`src/rtl/tcnt_pkg.sv`:
```
// Shared constants for the toggle-counter family: direction encoding and
// default geometry.
package tcnt_pkg;

  localparam logic DIR_UP   = 1'b1;
  localparam logic DIR_DOWN = 1'b0;

  localparam int unsigned TCNT_WIDTH_DEF   = 4;
  localparam int unsigned TCNT_MODULUS_DEF = 10;

endpackage : tcnt_pkg

```
`src/rtl/t_stage.sv`:
```
// Single toggle bit with complementary registered outputs.
// Ports:
//   clk    - clock, state updates on posedge
//   clr    - asynchronous active-high clear (q=0, qb=1)
//   ld     - synchronous load of ld_val (wins over t)
//   ld_val - load value
//   t      - toggle enable
//   q/qb   - registered bit and its complement
module t_stage
  import tcnt_pkg::*;
(
  input  logic clk,
  input  logic clr,
  input  logic ld,
  input  logic ld_val,
  input  logic t,
  output logic q,
  output logic qb
);

  logic q_q;
  logic q_d;
  logic qb_q;
  logic qb_d;

  // Next bit: load, otherwise toggle when t is set.
  always_comb begin
    q_d = q_q ^ t;
    if (ld) begin
      q_d = ld_val;
    end
    qb_d = ~q_d;
  end

  // qb is its own flop so both outputs come straight from registers.
  always_ff @(posedge clk or posedge clr) begin
    if (clr) begin
      q_q  <= 1'b0;
      qb_q <= 1'b1;
    end else begin
      q_q  <= q_d;
      qb_q <= qb_d;
    end
  end

  assign q  = q_q;
  assign qb = qb_q;

endmodule : t_stage

```
`src/rtl/t_toggle_counter.sv`:
```
// WIDTH-bit up/down counter built from a bank of t_stage toggle bits.
// Optional feature macro: TCNT_MODULO_EN (wrap at MODULUS instead of 2^WIDTH).
// Ports:
//   clk  - clock
//   clr  - asynchronous active-high clear
//   load - synchronous parallel load of d (priority over en)
//   d    - load value
//   en   - count enable
//   up   - direction, 1 = up, 0 = down
//   q/qb - registered count and its complement
//   tc   - terminal count, combinational from q and up
//   ovf  - registered one-cycle wrap pulse
module t_toggle_counter
  import tcnt_pkg::*;
#(
  parameter int unsigned WIDTH   = TCNT_WIDTH_DEF,
  parameter int unsigned MODULUS = TCNT_MODULUS_DEF
) (
  input  logic             clk,
  input  logic             clr,
  input  logic             load,
  input  logic [WIDTH-1:0] d,
  input  logic             en,
  input  logic             up,
  output logic [WIDTH-1:0] q,
  output logic [WIDTH-1:0] qb,
  output logic             tc,
  output logic             ovf
);

`ifdef TCNT_MODULO_EN
  localparam logic [WIDTH-1:0] MAX_Q = WIDTH'(MODULUS - 1);
`else
  localparam logic [WIDTH-1:0] MAX_Q = {WIDTH{1'b1}};
`endif

  if (WIDTH < 2 || 64'(MODULUS) < 64'd2 || 64'(MODULUS) > (64'd1 << WIDTH)) begin : g_param_check
    $error("t_toggle_counter: illegal WIDTH/MODULUS");
  end

  logic [WIDTH-1:0] t_c;
  logic [WIDTH-1:0] sel_c;
  logic [WIDTH-1:0] ld_val_c;
  logic             run_c;
  logic             ovf_q;
  logic             ovf_d;

  assign tc = (up == DIR_UP) ? (q == MAX_Q) : (q == '0);

  // Toggle vector: bit i toggles when all lower bits of q (up) or qb (down) are set.
  always_comb begin
    t_c      = '0;
    ld_val_c = d;
    run_c    = 1'b1;
    sel_c    = (up == DIR_UP) ? q : qb;
    if (en) begin
      for (int i = 0; i < int'(WIDTH); i++) begin
        t_c[i] = run_c;
        run_c  = run_c & sel_c[i];
      end
    end
`ifdef TCNT_MODULO_EN
    // On the wrap edge steer every bit to the wrap target directly.
    if (en && tc) begin
      t_c = q ^ ((up == DIR_UP) ? '0 : MAX_Q);
    end
    if (32'(d) >= MODULUS) begin
      ld_val_c = MAX_Q;
    end
`endif
    ovf_d = en && tc && !load;
  end

  always_ff @(posedge clk or posedge clr) begin
    if (clr) begin
      ovf_q <= 1'b0;
    end else begin
      ovf_q <= ovf_d;
    end
  end

  assign ovf = ovf_q;

  for (genvar i = 0; i < int'(WIDTH); i++) begin : g_stage
    t_stage u_stage (
      .clk    (clk),
      .clr    (clr),
      .ld     (load),
      .ld_val (ld_val_c[i]),
      .t      (t_c[i]),
      .q      (q[i]),
      .qb     (qb[i])
    );
  end

endmodule : t_toggle_counter

```
`config.mk`:
```
export PLATFORM = sky130hd
export DESIGN_NAME = t_toggle_counter
export DESIGN_NICKNAME = d
export VERILOG_FILES = /design/src/rtl/tcnt_pkg.sv /design/src/rtl/t_stage.sv /design/src/rtl/t_toggle_counter.sv
export SDC_FILE = /design/constraint.sdc
export NUM_CORES = 1
export LEC_CHECK = 0
export ABC_AREA = 1
export BUFFER_PORTS_ARGS = -buffer_cell sky130_fd_sc_hd__clkbuf_2
export CORE_AREA = 2 2 39 41
export DETAILED_ROUTE_END_ITERATION = 12
export DIE_AREA = 0 0 41 43
export PLACE_DENSITY = 0.74
export SYNTH_ARGS = -nofsm -noshare
export SYNTH_HDL_FRONTEND = slang
export SYNTH_SLANG_ARGS = --single-unit
```
`constraint.sdc`:
```
create_clock -name clk -period 3 [get_ports clk]
set_input_delay 0.45 -clock clk [delete_from_list [all_inputs] [get_ports clk]]
set_output_delay 0.45 -clock clk [all_outputs]
set_load 0.03 [all_outputs]
```
Yosys cells after proc, flatten, opt, wreduce, memory -nomap -nowiden. Index checks and enable logic that the tools add are counted.

Flip-flop bits (word level): 9. Input bits: 9. Output and inout bits: 10. Logic and storage cells: 31.

Eq/ne operators: 1. Mux-type cells: 7. Bitwise logic cells: 10. Reduce and logical (&&, ||, !) cells: 4.

Operator list (number): $mux W1 (5); $eq A4 B4 Y1 const B (1); $logic_not A4 Y1 (1); $mux W4 (1); $not A1 Y1 (4); $xor A1 B1 Y1 (4); $mux W3 (1); $and A1 B1 Y1 (2); $logic_and A1 B1 Y1 (2); $logic_not A1 Y1 (1).

Depth between registers and ports, before layout. Gate-level depths: netlist of run 1.

Depth in word-level cells: 7. Gate-level depth with buffers: 9. Mapped depth without buffers: 9.

Cells and area by module. A second synthesis of run 1 with hierarchy kept.

Cell total of the unflattened synthesis: 91. Area, all modules: 585.6 um^2.

By module, submodules not included: t_stage (instances 4, cells an instance 16, area each 108.9 um^2, sequential area each 51.3 um^2); t_toggle_counter (instances 1, cells an instance 27, area each 150.1 um^2, sequential area each 25.0 um^2).

Worst setup path after synthesis of run 1. No wires, ideal clock.

Path kind: input-to-output. From: input up. To: output tc. Arrival time: 1.027 ns. Data required time: 2.550 ns. Path slack: 1.523 ns. Cell stages on the path: 3. Buffers on the path: 1. Cell sequence: buf_6 > nand4_1 > o22ai_2.

Longest elaborated chain between the ends: 1.

RTL lines: start: declaration (RTL line t_toggle_counter.sv:24) `input logic up,`; $mux W1 (RTL line t_toggle_counter.sv:48) `assign tc = (up == DIR_UP) ? (q == MAX_Q) : (q == '0);`; end: declaration (RTL line t_toggle_counter.sv:27) `output logic tc,`.

No other way between the ends.

Worst setup path in the final report of run 1.
From: register g_stage[0].u_stage.q_q. To: output tc.

Longest elaborated chain between the ends: 2. Elaborated cells on any way between the ends: 3. Those cells by class: 1 x eq/ne; 1 x mux; 1 x reduce/logical.

RTL lines: start: declaration (RTL line t_stage.sv:21) `logic q_q;`; start signal: assignment (RTL line t_stage.sv:41) `q_q <= q_d;`; $eq A4 B4 Y1 / $logic_not A4 Y1 (equally long branches) (RTL line t_toggle_counter.sv:48); $mux W1 * (RTL line t_toggle_counter.sv:48).

Every way passes the cells marked *; elsewhere a longest branch is shown, timed or not.

==> results of run 1 <==
[routing by layer]
metal | wire length, microns | share of wire
met1 | 467 | 0.44
met2 | 526 | 0.50
met3 | 40 | 0.038
met4 | 21 | 0.020
met5 | 0 | 0
[state kept, by name (all words and copies together), names as in the netlist]
register and count:
ovf 1, g_stage.u_stage.q 4, g_stage.u_stage.qb 4
[worst max path at each step]
stage	start	endpoint	slack, ps
floorplan	up	tc	1520
global placement	up	tc	1350
detailed placement	up	tc	1280
CTS	up	tc	1280
global route	up	tc	1220
finish	g_stage[0].u_stage.q	tc	1290
[cells in the mapped netlist, types with 2 or more instances]
master | instances | share of area
inv_2 | 2 | 0.012
buf_4 | 8 | 0.096
nand2_1 | 14 | 0.084
dfrtp_1 | 5 | 0.20
nand2_4 | 2 | 0.036
nand3_1 | 3 | 0.024
nand2_2 | 2 | 0.020
o21ai_2 | 2 | 0.028
nand3_2 | 3 | 0.048
inv_1 | 7 | 0.042
nand4_1 | 4 | 0.040
o21ai_1 | 2 | 0.016
dfstp_2 | 4 | 0.17
[power by group]
group	leakage [nW]	internal, mW	switching (mW)	total, mW
Combinational	0.243	0.0376	0.0775	0.115
Sequential	0.103	0.139	0.0122	0.151
Clock	0.0150	0.0512	0.0409	0.0921
Total	0.361	0.228	0.131	0.358
[metrics by stage]
stage                      util  setup WS (ps)  cell area [sq um]
after floorplan               -           1520                624
after global placement    0.479           1350                663
after detailed placement  0.479           1280                663
after CTS                 0.498           1280                689
after global routing      0.498           1220                689
final                     0.498           1290                689
[cell type report]
type | count | area, sq um
Fill cell | 149 | 694
Multi-Input combinational cell | 40 | 272
Sequential cell | 9 | 230
Timing Repair Buffer | 18 | 90.1
Inverter | 10 | 51.3
Clock buffer | 4 | 26.3
Tap cell | 16 | 20.0
[cell families after synthesis]
kind of cell | count (synthesis)
compound gates | 7
buf+inv | 19
flops | 9
simple gates | 32
xor+xnor | 1
[critical path: cells and delay by family, from the launching register on]
| family | cells | cell delay (ps) |
|---|---|---|
| flip-flops | 1 | 440 |
| buffers and inverters | 2 | 340 |
| AO/OA/AOI/OAI | 1 | 130 |
| AND/OR/NAND/NOR | 1 | 90 |
==> flow_summary.json, run 1 <==
{
  "cts_buffer_depth": 2,
  "dieArea_sq_um": 1760,
  "fin_skew_ps": 0.249,
  "cp_max_fo": 4,
  "status": "complete, no violations",
  "synth_edf_count": 0,
  "cellLeakagePower_nw": 0.361,
  "initial_core_util": 0.451,
  "grt_start_max_net_pins": 11,
  "rows": 14,
  "final_max_slew_viol_count": 0,
  "muxShareOfSynthArea": 0,
  "period_minus_slack_ps": 1710,
  "drtPass1Iterations": 4,
  "cts_hold_buf": 0,
  "grt_usage": 0.145,
  "critical_path.endpoint_type": "output pin",
  "wl_per_cell_microns": 10.9,
  "ys_seq_area_frac": 0.369,
  "use_met2": 0.213,
  "maxCapViolCount": 0,
  "final_cell_mix": "clkbuf_2 (18), nand2_1 (14), inv_1 (7), dfrtp_1 (5)",
  "cp_data_required_time_ps": 2550,
  "drive_gt1_frac": 0.519,
  "power_density_nw_per_um2": 520,
  "drt-total-wl_mm": 1.06,
  "syn-instance-count": 68,
  "final_common_cell": "clkbuf_2",
  "nets": 91,
  "design.core.area_sq_um": 1380,
  "area_delta_synth_final_pct": 10.4,
  "clk_latency_ps": 250,
  "diodes": 0,
  "port_buffers": 18,
  "crit_type": "register to output pin",
  "yosys.area_share.simple": 0.319,
  "ys_types": 23,
  "detail_route.vias_per_cell": 4.80,
  "clock.fmax_ghz": 0.584,
  "arrival_ps": 1260,
  "synth_top_family_by_area": "simple AND/OR/NAND/NOR gates",
  "cts_buffers": 3,
  "ys.flop_type": "dfrtp_1",
  "hp-class": "input pin to async pin",
  "post_synth_fa_ha_maj_area_fraction": 0,
  "crit_chain": "inv_2 > nand4_1 > o22ai_2 > clkbuf_2",
  "overflow": 0,
  "cts_root_buf": "clkbuf_4",
  "start_kind": "register",
  "syn_nets": 77,
  "tightest_slew_ps": 330,
  "setup_viol": 0,
  "synth_compound_area_frac": 0.102,
  "die_h_microns": 43,
  "whs_ps": 119,
  "gr-usage-met3": 0.0157,
  "drc": 0,
  "synth_seq_cells": 9,
  "regToRegStartpoint": "g_stage[2].u_stage.qb",
  "yosysWarningCount": 0,
  "synth_area_sq_um": 624,
  "clock-sinks": 9,
  "ant_nets": 0,
  "finalWeightedCongestion": 0.698,
  "hold_violations": 0,
  "rsz0062_at_grt": "false",
  "finalSetupTns_ps": 0,
  "cts_tree": "yes",
  "drt-initial-drc-count": 8,
  "r2r_slack_ps": 1800,
  "clkTransAtPathRegs_ps": 60,
  "slowest_stage": "dfrtp_1",
  "met1_usage": 0.178,
  "power_uw": 358,
  "grt_busiest_layer": "met2",
  "postSynthAreaPerCell_sq_um": 9.18,
  "hpwlAfterDp_microns": 857,
  "slew_headroom": 0.780,
  "ir_worst_vdd_mv": 0.212,
  "dp.cells": 93,
  "htree_levels": 1,
  "die_w_microns": 41,
  "fin_cells": 97,
  "worst_r2r_endpoint": "g_stage[3].u_stage.q",
  "vias": 466,
  "post-cts-setup-buffers": 0,
  "cts_resized": 0,
  "grt_antenna_before_repair": 0,
  "ios": 19,
  "synth_xor_area_frac": 0.0140,
  "rr_worst_depth": 5,
  "synthArstFlopShare": 1.00,
  "grt_pass1_wl_mm": 1.66,
  "fin_crit_sh": 0.571,
  "cp_slowest_stage_delay_ps": 440,
  "grt_pass1_vias": 400
}
(Power assumes the default switching activity.)
==> inputs of run 2 (changes only) <==
- ABC_AREA: 1 -> 0
- PLACE_DENSITY: 0.74 -> 0.67
- clock period: 3 -> 1.4 ns (I/O delays scaled with it)
==> flow_summary.json, run 2 <==
{
  "status": "complete, but fails checks",
  "violations": "setup timing",
  "fin_cells": 90,
  "placed_cell_area_sq_um": 614,
  "syn-instance-count": 50,
  "cts_buffers": 3,
  "ant_nets": 0,
  "cp-endpoint": "tc",
  "final_cell_mix": "clkbuf_2 (17), buf_4 (8), dfrtp_1 (5), dfstp_2 (4)",
  "slowest_stage": "or4_4",
  "yosys-top-cells-area": "dfrtp_1 (24%), dfstp_2 (21%), buf_4 (12%)",
  "r2r_slack_ps": -90,
  "hold_violations": 0,
  "area_delta_synth_final_pct": 40.1,
  "synth_seq_cells": 9,
  "arrival_ps": 1430,
  "die_h_microns": 43,
  "postSynthAreaPerCell_sq_um": 10.2,
  "fillers": 126,
  "fin_crit_sh": 1.17,
  "fin_skew_ps": 0.968,
  "grt_start_max_net_pins": 13,
  "seqPwrFrac": 0.395,
  "drt-total-wl_mm": 1.09,
  "synthArstFlopShare": 1.00,
  "design.core.area_sq_um": 1380,
  "start_kind": "register",
  "ir_worst_vdd_mv": 0.449,
  "critical_path.endpoint_type": "output pin",
  "syn_nets": 59,
  "initial_core_util": 0.370,
  "grt_pass1_vias": 414,
  "switchingPower_uw": 279,
  "switching_share": 0.338,
  "pre_cts_slack_ps": -30.2,
  "finalWorstSetupSlack_ps": -242,
  "synth_top_area_frac": 0.244,
  "ios": 19,
  "ys_seq_area_frac": 0.450,
  "synth_most_common_cell": "buf_4",
  "clock.fmax_ghz": 0.609,
  "final_max_slew_viol_count": 0,
  "synth_commonest_cells": "buf_4 (8), dfrtp_1 (5), dfstp_2 (4)",
  "clkTransAtPathRegs_ps": 60,
  "grt_pass1_wl_mm": 1.71,
  "setup_viol": 4,
  "fin_util": 0.518,
  "clk_latency_ps": 250,
  "cp_slowest_stage_delay_ps": 520,
  "design_area_sq_um": 717,
  "hpwlAfterDp_microns": 748,
  "dp.cells": 81,
  "period_minus_slack_ps": 1640,
  "nets": 84,
  "drc": 0,
  "rows": 14,
  "yosys.area.top_type": "dfrtp_1",
  "regToRegStartpoint": "g_stage[0].u_stage.q",
  "ys_types": 27,
  "rsz0062_at_grt": "true",
  "cellLeakagePower_nw": 0.347,
  "finalWeightedCongestion": 0.678,
  "wl_per_cell_microns": 12.1,
  "crit_chain": "or4_4 > o22ai_4 > buf_8",
  "htree_levels": 1,
  "rr_worst_depth": 5,
  "ys.flop_type": "dfrtp_1",
  "cts_tree": "yes",
  "drtPass1Iterations": 4,
  "multiInputGateArea_sq_um": 240,
  "dieArea_sq_um": 1760,
  "final_common_cell": "clkbuf_2",
  "power.internal_uw": 546,
  "overflow": 0,
  "hp-class": "input pin to register",
  "cp_data_required_time_ps": 1190,
  "cp-startpoint": "g_stage[0].u_stage.q",
  "cts_buffer_depth": 2,
  "whs_ps": 193,
  "maxCapViolCount": 0,
  "power_density_nw_per_um2": 1150,
  "slew_headroom": 0.763,
  "drive_gt1_frac": 0.568,
  "grt_usage": 0.147,
  "drt-initial-drc-count": 7,
  "vias": 450,
  "power.clock.fraction": 0.241,
  "synth_area_sq_um": 512,
  "grt_antenna_before_repair": 0,
  "clock-sinks": 9,
  "cts_root_buf": "clkbuf_4",
  "final-seq-area_sq_um": 230,
  "synth_edf_count": 0,
  "detail_route.vias_per_cell": 5.00,
  "die_w_microns": 41,
  "comb_power_share": 0.364,
  "crit_type": "register to output pin",
  "tightest_slew_ps": 355,
  "port_buffers": 18,
  "diodes": 0,
  "yosysWarningCount": 0,
  "worst_r2r_endpoint": "g_stage[1].u_stage.q",
  "cp_max_fo": 2
}
[run 2: repair_timing]
item / CTS / global route
hold endpoints to repair: 5 / 0
hold buffers: 1 / 0
setup endpoints to repair: 3 / 5
pin swaps: 3 / 2
buffers inserted: 4 / 0
resized for setup: 5 / 4
[run 2: how the worst min path moves through the flow]
stage / start / to / depth (start not counted)
2_1_floorplan: clr / g_stage[0].u_stage.q / 1
3_3_place_gp: clr / g_stage[2].u_stage.q / 2
3_5_place_dp: clr / g_stage[0].u_stage.q / 2
4_1_cts: d[2] / g_stage[2].u_stage.q / 3
5_1_grt: d[2] / g_stage[2].u_stage.q / 3
6_report: d[2] / g_stage[2].u_stage.q / 3
[run 2: power by group through the flow]
| stage | logic, mW | clock network [mW] | registers (mW) |
|---|---|---|---|
| 2_1_floorplan | 0.200 | 0 | 0.338 |
| 3_3_place_gp | 0.258 | 0 | 0.330 |
| 3_5_place_dp | 0.260 | 0 | 0.330 |
| 4_1_cts | 0.291 | 0.204 | 0.326 |
| 5_1_grt | 0.324 | 0.222 | 0.330 |
| 6_report | 0.300 | 0.199 | 0.326 |
[run 2: cells by family after synthesis]
logic type / count (synthesis) / synth area share
xor+xnor: 1 / 0.0171
buf+inv: 11 / 0.139
mux: 2 / 0.0416
flops: 9 / 0.450
compound gates: 6 / 0.108
simple gates: 21 / 0.245
[run 2: layout make-up]
cell class / count / share of cell area
well taps: 16 / 0.0279
clock buffers: 4 / 0.0366
repair buffers: 29 / 0.269
multi-input cells: 30 / 0.335
inverters: 2 / 0.0105
flip-flops and latches: 9 / 0.321
[run 2: layer usage]
metal | part of all wire | track usage | up-vias
met4 | 0 | 0.100 | 0
met2 | 0.53 | 0.225 | 14
met3 | 0.027 | 0.0314 | 0
li1 | - | - | 222
met5 | 0 | 0 | -
met1 | 0.44 | 0.172 | 214
[run 2: stage by stage]
step / TNS (ps) / total power [mW]
after floorplan: -25.2 / 0.538
after global placement: -31.2 / 0.588
after detailed placement: -46.3 / 0.590
after CTS: -362 / 0.821
after global routing: -694 / 0.876
final: -419 / 0.825
[run 2: worst max-delay path, delay by kind of cell (launching register included)]
family / cells / cell delay [ps]
simple gates: 1 / 520
flops: 1 / 380
buf+inv: 1 / 140
compound gates: 1 / 130
==> inputs of run 3 (changes only) <==
- PLACE_DENSITY: 0.67 -> unset
- clock period: 1.4 -> 1.9 ns (I/O delays scaled with it)
==> flow_summary.json, run 3 (synthesis gave the netlist of run 2 again) <==
{
  "status": "complete, no violations",
  "grt_pass1_wl_mm": 1.65,
  "grt_usage": 0.139,
  "initial_core_util": 0.370,
  "port_buffers": 18,
  "setup_viol": 0,
  "hpwlAfterDp_microns": 728,
  "clock-sinks": 9,
  "seqPwrFrac": 0.447,
  "period_minus_slack_ps": 1800,
  "fin_skew_ps": 2.96,
  "final_max_slew_viol_count": 0,
  "slew_headroom": 0.762,
  "grt_pass1_vias": 370,
  "fin_crit_sh": 0.949,
  "rsz0062_at_grt": "false",
  "cellLeakagePower_nw": 0.298,
  "power_density_nw_per_um2": 918,
  "pre_cts_slack_ps": 289,
  "cp_data_required_time_ps": 1620,
  "dieArea_sq_um": 1760,
  "grt_start_max_net_pins": 13,
  "crit_type": "register to output pin",
  "cts_root_buf": "clkbuf_4",
  "vias": 393,
  "clk_latency_ps": 260,
  "area_delta_synth_final_pct": 18.3,
  "finalWorstSetupSlack_ps": 97.7,
  "detail_route.vias_per_cell": 4.85,
  "diodes": 0,
  "ios": 19,
  "fin_util": 0.438,
  "nets": 75,
  "drc": 0,
  "final_common_cell": "clkbuf_2",
  "ir_worst_vdd_mv": 0.378,
  "htree_levels": 1,
  "wl_per_cell_microns": 11.6,
  "switching_share": 0.353,
  "start_kind": "register",
  "overflow": 0,
  "grt_antenna_before_repair": 0,
  "cp_max_fo": 5,
  "clkTransAtPathRegs_ps": 70,
  "design_area_sq_um": 606,
  "ant_nets": 0,
  "cts_tree": "yes",
  "placed_cell_area_sq_um": 558,
  "drt-initial-drc-count": 5,
  "switchingPower_uw": 196,
  "power.clock.fraction": 0.269,
  "drive_gt1_frac": 0.462,
  "arrival_ps": 1520,
  "final_cell_mix": "clkbuf_2 (17), dfrtp_1 (5), dfstp_2 (4)",
  "tightest_slew_ps": 356,
  "finalSetupTns_ps": 0,
  "cts_buffer_depth": 2,
  "cts_buffers": 3,
  "finalWeightedCongestion": 0.682,
  "whs_ps": 247,
  "fillers": 148,
  "die_w_microns": 41,
  "drtPass1Iterations": 4,
  "drt-total-wl_microns": 942,
  "maxCapViolCount": 0,
  "die_h_microns": 43,
  "hold_violations": 0,
  "critical_path.endpoint_type": "output pin",
  "design.core.area_sq_um": 1380,
  "rows": 14,
  "clock.fmax_ghz": 0.555,
  "power.internal_uw": 360,
  "comb_power_share": 0.284,
  "hp-class": "input pin to register"
}
==> run 3: power groups by stage <==
stage	combinational (mW)	sequential, mW	clock (mW)
floorplan	0.143	0.247	0
global placement	0.151	0.253	0
detailed placement	0.152	0.253	0
CTS	0.154	0.250	0.156
global route	0.172	0.253	0.170
finish	0.158	0.248	0.150
==> run 3: layout make-up <==
class | count | area (sq um) | share of cell area
repair buffers | 20 | 110 | 0.182
well taps | 16 | 20.0 | 0.0331
multi-input cells | 30 | 210 | 0.347
clock buffers | 3 | 22.5 | 0.0372
clock inverters | 1 | 5.00 | 0.00826
inverters | 2 | 7.51 | 0.0124
flip-flops and latches | 9 | 230 | 0.380
==> run 3: repair_timing <==
action / in CTS / in global routing
endpoints found under the hold margin: 5 / 0
buffers inserted: 0 / 1
endpoints found under the setup margin: 0 / 1
resized for setup: 0 / 3
hold buffers: 1 / 0
==> run 3: routing by layer <==
metal  global-route usage  routed length (microns)  up-vias
li1                     -                        -      201
met1                0.205                      421      178
met2                0.178                      446       14
met3               0.0628                       73        0
met4               0.0400                        0        0
met5                    0                        0        -
==> run 3: final timing paths <==
| path | start | endpoint | slack (ps) | cells past startpoint |
|---|---|---|---|---|
| max | g_stage[0].u_stage.q | tc | 100 | 3 |
| min | d[2] | g_stage[2].u_stage.q | 250 | 3 |
| max reg2reg | g_stage[0].u_stage.qb | g_stage[3].u_stage.q | 490 | 3 |
| min reg2reg | g_stage[2].u_stage.q | g_stage[2].u_stage.q | 680 | 2 |
| max in group asynchronous | clr | g_stage[3].u_stage.qb | 1090 | 3 |
| min in group asynchronous | clr | g_stage[2].u_stage.q | 510 | 3 |
==> run 3: critical path: stages (launching register included) <==
cell	delay [ps]
dfrtp_1	420
or4_1	530
o22ai_2	130
buf_4	180
==> run 3: metrics by stage <==
stage	std cells	power, mW
2_1_floorplan	50	0.390
3_3_place_gp	75	0.403
3_5_place_dp	75	0.405
4_1_cts	80	0.560
5_1_grt	81	0.595
6_report	81	0.556
